`config.mk`:
```
export PLATFORM = sky130hd
export DESIGN_NAME = tank_key_decoder
export DESIGN_NICKNAME = d
export VERILOG_FILES = /design/src/rtl/tank_pkg.sv /design/src/rtl/tank_player_decode.sv /design/src/rtl/tank_key_decoder.sv
export SDC_FILE = /design/constraint.sdc
export NUM_CORES = 1
export LEC_CHECK = 0
export CORE_MARGIN = 10
export CORE_UTILIZATION = 50
export CTS_BUF_LIST = sky130_fd_sc_hd__clkbuf_4 sky130_fd_sc_hd__clkbuf_8 sky130_fd_sc_hd__clkbuf_16
export DETAILED_ROUTE_END_ITERATION = 8
export GPL_ROUTABILITY_DRIVEN = 0
export PLACE_DENSITY = 0.76
export SLEW_MARGIN = 10
export SYNTH_ARGS = -nofsm -noshare
export SYNTH_HDL_FRONTEND = slang
export SYNTH_HIERARCHICAL = 1
export SYNTH_SLANG_ARGS = --single-unit
```
`constraint.sdc`:
```
create_clock -name frame_clk -period 5.5 [get_ports frame_clk]
set_input_delay 1.65 -clock frame_clk [delete_from_list [all_inputs] [get_ports frame_clk]]
set_output_delay 1.65 -clock frame_clk [all_outputs]
set_load 0.1 [all_outputs]
```
`src/rtl/tank_pkg.sv`:
```
// tank_pkg: shared types, HID key codes and key-match helpers for the tank key decoder.
package tank_pkg;
   typedef enum logic [1:0] {DIR_UP = 2'd0, DIR_RIGHT = 2'd1, DIR_DOWN = 2'd2, DIR_LEFT = 2'd3} dir_t;
   typedef enum logic {READY = 1'b0, COOL = 1'b1} fire_state_t;
   localparam logic [7:0] P1_UP = 8'h1A;
   localparam logic [7:0] P1_LEFT = 8'h04;
   localparam logic [7:0] P1_DOWN = 8'h16;
   localparam logic [7:0] P1_RIGHT = 8'h07;
   localparam logic [7:0] P1_FIRE = 8'h2C;
   localparam logic [7:0] P2_UP = 8'h52;
   localparam logic [7:0] P2_DOWN = 8'h51;
   localparam logic [7:0] P2_LEFT = 8'h50;
   localparam logic [7:0] P2_RIGHT = 8'h4F;
   localparam logic [7:0] P2_FIRE = 8'h28;
   function automatic logic has_key(input logic [31:0] kc, input logic [7:0] code);
      return (kc[31:24] == code) || (kc[23:16] == code) || (kc[15:8] == code) || (kc[7:0] == code);
   endfunction
   // held vectors are indexed by dir_t encoding; priority is up > down > left > right
   function automatic dir_t pick_dir(input logic [3:0] v);
      return v[0] ? DIR_UP : v[2] ? DIR_DOWN : v[3] ? DIR_LEFT : DIR_RIGHT;
   endfunction
endpackage

```
`src/rtl/tank_player_decode.sv`:
```
// tank_player_decode: one player's last-pressed-wins direction and rate-limited fire pulse.
// TANK_AUTOFIRE_EN: a held fire key re-fires whenever the cooldown has expired.
module tank_player_decode
   import tank_pkg::*;
#(
   parameter logic [7:0]  UP_KEY        = P1_UP,
   parameter logic [7:0]  RIGHT_KEY     = P1_RIGHT,
   parameter logic [7:0]  DOWN_KEY      = P1_DOWN,
   parameter logic [7:0]  LEFT_KEY      = P1_LEFT,
   parameter logic [7:0]  FIRE_KEY      = P1_FIRE,
   parameter int unsigned FIRE_COOLDOWN = 30,
   parameter int unsigned CD_W          = 8
) (
   input  logic        clk_i,
   input  logic        rst_i,
   input  logic [31:0] keycode_i,
   output logic [1:0]  dir_o,
   output logic        move_o,
   output logic        fire_o
);
   logic [3:0] held, new_keys, prev_held_q;
   logic held_fire, trig, prev_fire_q, prev_fire_d, fire_q, fire_d, move_q;
   dir_t dir_q, dir_d;
   fire_state_t state_q, state_d;
   logic [CD_W-1:0] cd_q, cd_d;

   assign held = {has_key(keycode_i, LEFT_KEY), has_key(keycode_i, DOWN_KEY),
                  has_key(keycode_i, RIGHT_KEY), has_key(keycode_i, UP_KEY)};
   assign held_fire = has_key(keycode_i, FIRE_KEY);
   assign new_keys = held & ~prev_held_q;
   assign trig = held_fire & ~prev_fire_q;
`ifdef TANK_AUTOFIRE_EN
   // prev_fire becomes a lockout cleared only by the first release after reset
   assign prev_fire_d = held_fire & prev_fire_q;
`else
   assign prev_fire_d = held_fire;
`endif

   always_ff @(posedge clk_i) begin
      if (rst_i) begin
         state_q     <= READY;
         cd_q        <= '0;
         fire_q      <= 1'b0;
         prev_fire_q <= 1'b1;
         prev_held_q <= '0;
         dir_q       <= DIR_UP;
         move_q      <= 1'b0;
      end else begin
         state_q     <= state_d;
         cd_q        <= cd_d;
         fire_q      <= fire_d;
         prev_fire_q <= prev_fire_d;
         prev_held_q <= held;
         dir_q       <= dir_d;
         move_q      <= |held;
      end
   end

   always_comb begin
      state_d = (state_q == READY) ? (trig ? COOL : READY) : ((cd_q == CD_W'(1)) ? READY : COOL);
      cd_d    = (state_q == READY) ? (trig ? CD_W'(FIRE_COOLDOWN) : cd_q) : cd_q - 1'b1;
   end

   always_comb begin
      fire_d = (state_q == READY) & trig;
      dir_d  = (|new_keys) ? pick_dir(new_keys) : (!held[dir_q] && (|held)) ? pick_dir(held) : dir_q;
   end

   assign dir_o  = dir_q;
   assign move_o = move_q;
   assign fire_o = fire_q;
endmodule

```
`src/rtl/tank_key_decoder.sv`:
```
// tank_key_decoder: splits the 4-slot USB keycode word into independent player 1 / player 2 commands.
// TANK_AUTOFIRE_EN (optional): held fire auto-repeats every FIRE_COOLDOWN+1 frames.
module tank_key_decoder
   import tank_pkg::*;
#(
   parameter int unsigned FIRE_COOLDOWN = 30,
   parameter int unsigned CD_W          = 8
) (
   input  logic        frame_clk,
   input  logic        Reset,
   input  logic [31:0] keycode,
   output logic [1:0]  p1_dir,
   output logic        p1_move,
   output logic        p1_fire,
   output logic [1:0]  p2_dir,
   output logic        p2_move,
   output logic        p2_fire
);
   tank_player_decode #(
      .UP_KEY(P1_UP), .RIGHT_KEY(P1_RIGHT), .DOWN_KEY(P1_DOWN), .LEFT_KEY(P1_LEFT),
      .FIRE_KEY(P1_FIRE), .FIRE_COOLDOWN(FIRE_COOLDOWN), .CD_W(CD_W)
   ) u_p1 (
      .clk_i(frame_clk), .rst_i(Reset), .keycode_i(keycode),
      .dir_o(p1_dir), .move_o(p1_move), .fire_o(p1_fire)
   );

   tank_player_decode #(
      .UP_KEY(P2_UP), .RIGHT_KEY(P2_RIGHT), .DOWN_KEY(P2_DOWN), .LEFT_KEY(P2_LEFT),
      .FIRE_KEY(P2_FIRE), .FIRE_COOLDOWN(FIRE_COOLDOWN), .CD_W(CD_W)
   ) u_p2 (
      .clk_i(frame_clk), .rst_i(Reset), .keycode_i(keycode),
      .dir_o(p2_dir), .move_o(p2_move), .fire_o(p2_fire)
   );
endmodule

```
==> run_results.csv <==
group,metric,value,unit
clocking,cts_hold_buf,0,
detailed_routing,vias,2416,
logic_synthesis,synth-warning-count,6,
critical_path,arrival,3.88,ns
finish,final_nets,376,
sta,timing.final.crit_share,0.667,
logic_synthesis,synth_area,2520,um2
critical_path,worstSetupEndpointType,"register",
clocking,clk_pin_slew_worst_paths,0.08,ns
global_routing,grt_pass1_vias,2184,
run,max_cap_violations,0,
floorplan,fp.dieH,91.0,um
critical_path,slowest_stage,"clkdlybuf4s50_1",
floorplan,initial_core_util,0.524,
detailed_routing,viasPerCell,5.95,
logic_synthesis,synth_top_area_cell,"dfxtp_1",
power_and_ir_drop,p_leak,1.09,nW
logic_synthesis,syn_nets,337,
logic_synthesis,synthCells,299,
logic_synthesis,synth_edf_count,0,
critical_path,critPathMaxFanout,5,
logic_synthesis,synthTopCellsByArea,"dfxtp_1 29%, nor2_1 6.5%, nor4b_4 3.8%, nor4bb_1 3.6%, nand3_1 3.4%",
worst_hold_path,hp-class,"reg2reg",
detailed_routing,met3_wirelength,398,um
detailed_routing,maxUsedRoutingLayer,"met4",
clocking,h-tree-depth,2,
power_and_ir_drop,total_power,0.000628,W
finish,num_antenna_cells,0,
floorplan,rows,25,
logic_synthesis,ys_ff_latch,36,
clocking,cts_resized,0,
floorplan,fp.dieW,91.0,um
finish,drive_gt1_frac,0.133,
floorplan,pin_count,42,
outcome,status,"complete, no violations",
global_routing,globalRouteOverflowTotal,0,
clocking,clock_sinks,36,
global_routing,track_usage,0.149,
logic_synthesis,synth_top_area_frac,0.286,
sta,fin_setup_tns,0,ns
clocking,cts_buffers,5,
detailed_routing,wl_per_cell,15.9,um
global_routing,grt_max_degree,21,
logic_synthesis,synth.avg_cell_area,8.44,um2
critical_path,critPathLaunchType,"primary input",
detailed_routing,ant_nets,0,
floorplan,dieArea,8290,um2
detailed_routing,wl_met2,2930,um
sta,finalSetupViolCount,0,
sta,final.setup_skew,0.00732,ns
logic_synthesis,yosys_most_used_dff,"dfxtp_1",
power_and_ir_drop,vdd_ir_drop_max,0.179,mV
clocking,cts_max_path_buffers,2,
detailed_routing,drcViolationCount,0,
sta,period_needed,3.67,ns
sta,grt_setup_unrepaired,"no",
logic_synthesis,async_flop_share,0,
placed_design,dp_hpwl,5020,um
critical_path,crit_chain,"clkdlybuf4s50_1 -> nor4b_1 -> nand4_1 -> a41oi_2 -> nor2b_1 -> nor3_1 -> a211oi_1",
floorplan,core-area,4820,um2
sta,worstMarginPinSlew,0.982,ns
sta,drv_slew,0,
placed_design,io_buffers,41,
finish,multi_input_comb_area,1700,um2
logic_synthesis,yosysMostFrequentCell,"nor2_1",
finish,design_area,3070,um2
power_and_ir_drop,p_per_area,205,nW/um2
critical_path,crit_family,"simple AND/OR/NAND/NOR gates",
finish,final.fill_count,444,
critical_path,slowest_delay,0.62,ns
global_routing,antenna_found_initial,0,
finish,regArea,721,um2
logic_synthesis,seq_area_frac_synth,0.286,
clocking,post_cts_buffers,0,
detailed_routing,wl,6440,um
critical_path,path_buf_inv,1,
logic_synthesis,yosys-top-cells-count,"44 x nor2_1, 36 x dfxtp_1, 17 x nand3_1, 13 x nand2_1",
sta,whs,0.474,ns
detailed_routing,drt_iter0_drc,161,
detailed_routing,dr.pass1.iters,4,
logic_synthesis,synth_cell_types,69,
clocking,cts_tree,"yes",
finish,syn2layout_area_growth,21.7,%
sta,fmax,0.273,GHz
clocking,clock_latency,0.29,ns
detailed_routing,wl_met1,3040,um
sta,timing_hold_violations_final,0,
global_routing,grt_pass1_wl,10500,um
critical_path,required,5.71,ns
sta,relSlewSlack,0.343,
critical_path,crit_type,"in2reg",
clocking,clockRootBuffer,"clkbuf_8",
placed_design,dpl_cell_area,2960,um2
==> cells in the final DEF, fill, tap and decap left out, drive strengths merged, types with 9 or more instances in the layout <==
| cell | netlist | final |
|---|---|---|
| a21oi | 12 | 12 |
| clkdlybuf4s50 | 0 | 41 |
| dfxtp | 36 | 36 |
| inv | 10 | 10 |
| nand2 | 13 | 13 |
| nand3 | 18 | 18 |
| nor2 | 45 | 45 |
| nor2b | 10 | 10 |
| nor3 | 12 | 12 |
| nor4b | 16 | 16 |
| nor4bb | 9 | 9 |
==> worst paths after layout <==
path / slack [ns] / to / startpoint / cells past startpoint
min: 0.47 / u_p1/cd_q[6]$_SDFFE_PP0P_ / u_p1/cd_q[6]$_SDFFE_PP0P_ / 2
max: 1.83 / u_p1/cd_q[4]$_SDFFE_PP0P_ / keycode[3] / 7
max reg2reg: 3.78 / u_p1/cd_q[6]$_SDFFE_PP0P_ / u_p1/state_q$_SDFF_PP0_ / 5
min reg2reg: 0.47 / u_p1/cd_q[6]$_SDFFE_PP0P_ / u_p1/cd_q[6]$_SDFFE_PP0P_ / 2
==> report_power, final <==
group / leakage, nW / internal [W] / total [W] / switching [W]
clock: 0.0586 / 0.000139 / 0.000235 / 0.0000957
combinational: 0.737 / 0.0000527 / 0.000121 / 0.0000681
sequential: 0.291 / 0.000266 / 0.000272 / 0.00000596
total: 1.09 / 0.000458 / 0.000628 / 0.000170
==> registers in the layout (all words and copies together) (netlist names), 2 cells and up <==
| signal | count |
|---|---|
| u_p2/prev_held_q | 4 |
| u_p1/dir_o | 2 |
| u_p2/dir_o | 2 |
| u_p1/cd_q | 8 |
| u_p2/cd_q | 8 |
| u_p1/prev_held_q | 4 |
==> stage by stage <==
step                      setup WS [ns]  utilization  cells
after global routing               1.66        0.638    406
after detailed placement           1.59        0.615    398
after global placement             1.53        0.615    398
after CTS                          1.87        0.638    406
after floorplan                    2.43            -    299
final                              1.83        0.638    406
==> tightest hold or removal path: cells and delay by family, from the launching register on <==
| kind | cells | cell delay [ns] |
|---|---|---|
| compound gates | 1 | 0.05 |
| flops | 1 | 0.32 |
| simple gates | 1 | 0.06 |
==> logic make-up (layout without fill, tap and decap cells) <==
| family | after synthesis | after routing | synth area share |
|---|---|---|---|
| AND/OR/NAND/NOR | 184 | 184 | 0.479 |
| AO/OA/AOI/OAI | 54 | 54 | 0.171 |
| flip-flops | 36 | 36 | 0.286 |
| buffers and inverters | 20 | 60 | 0.0407 |
| adder cells (fa/ha/maj) | 4 | 4 | 0.0198 |
| multiplexers | 1 | 1 | 0.00397 |
==> metal layers <==
layer  vias up  GRT usage
li1       1225          -
met2        61      0.234
met1      1123      0.196
met5         -          0
met3         7     0.0444
met4         0     0.0352
==> final cells by class <==
cell class,instances,share of cell area
Tap cell,67,0.0273
Multi-Input combinational cell,243,0.554
Sequential cell,36,0.235
Timing Repair Buffer,42,0.136
Inverter,10,0.0122
Clock buffer,6,0.0248
Clock inverter,2,0.0114
Note: power is estimated with default switching activity, not from simulation.
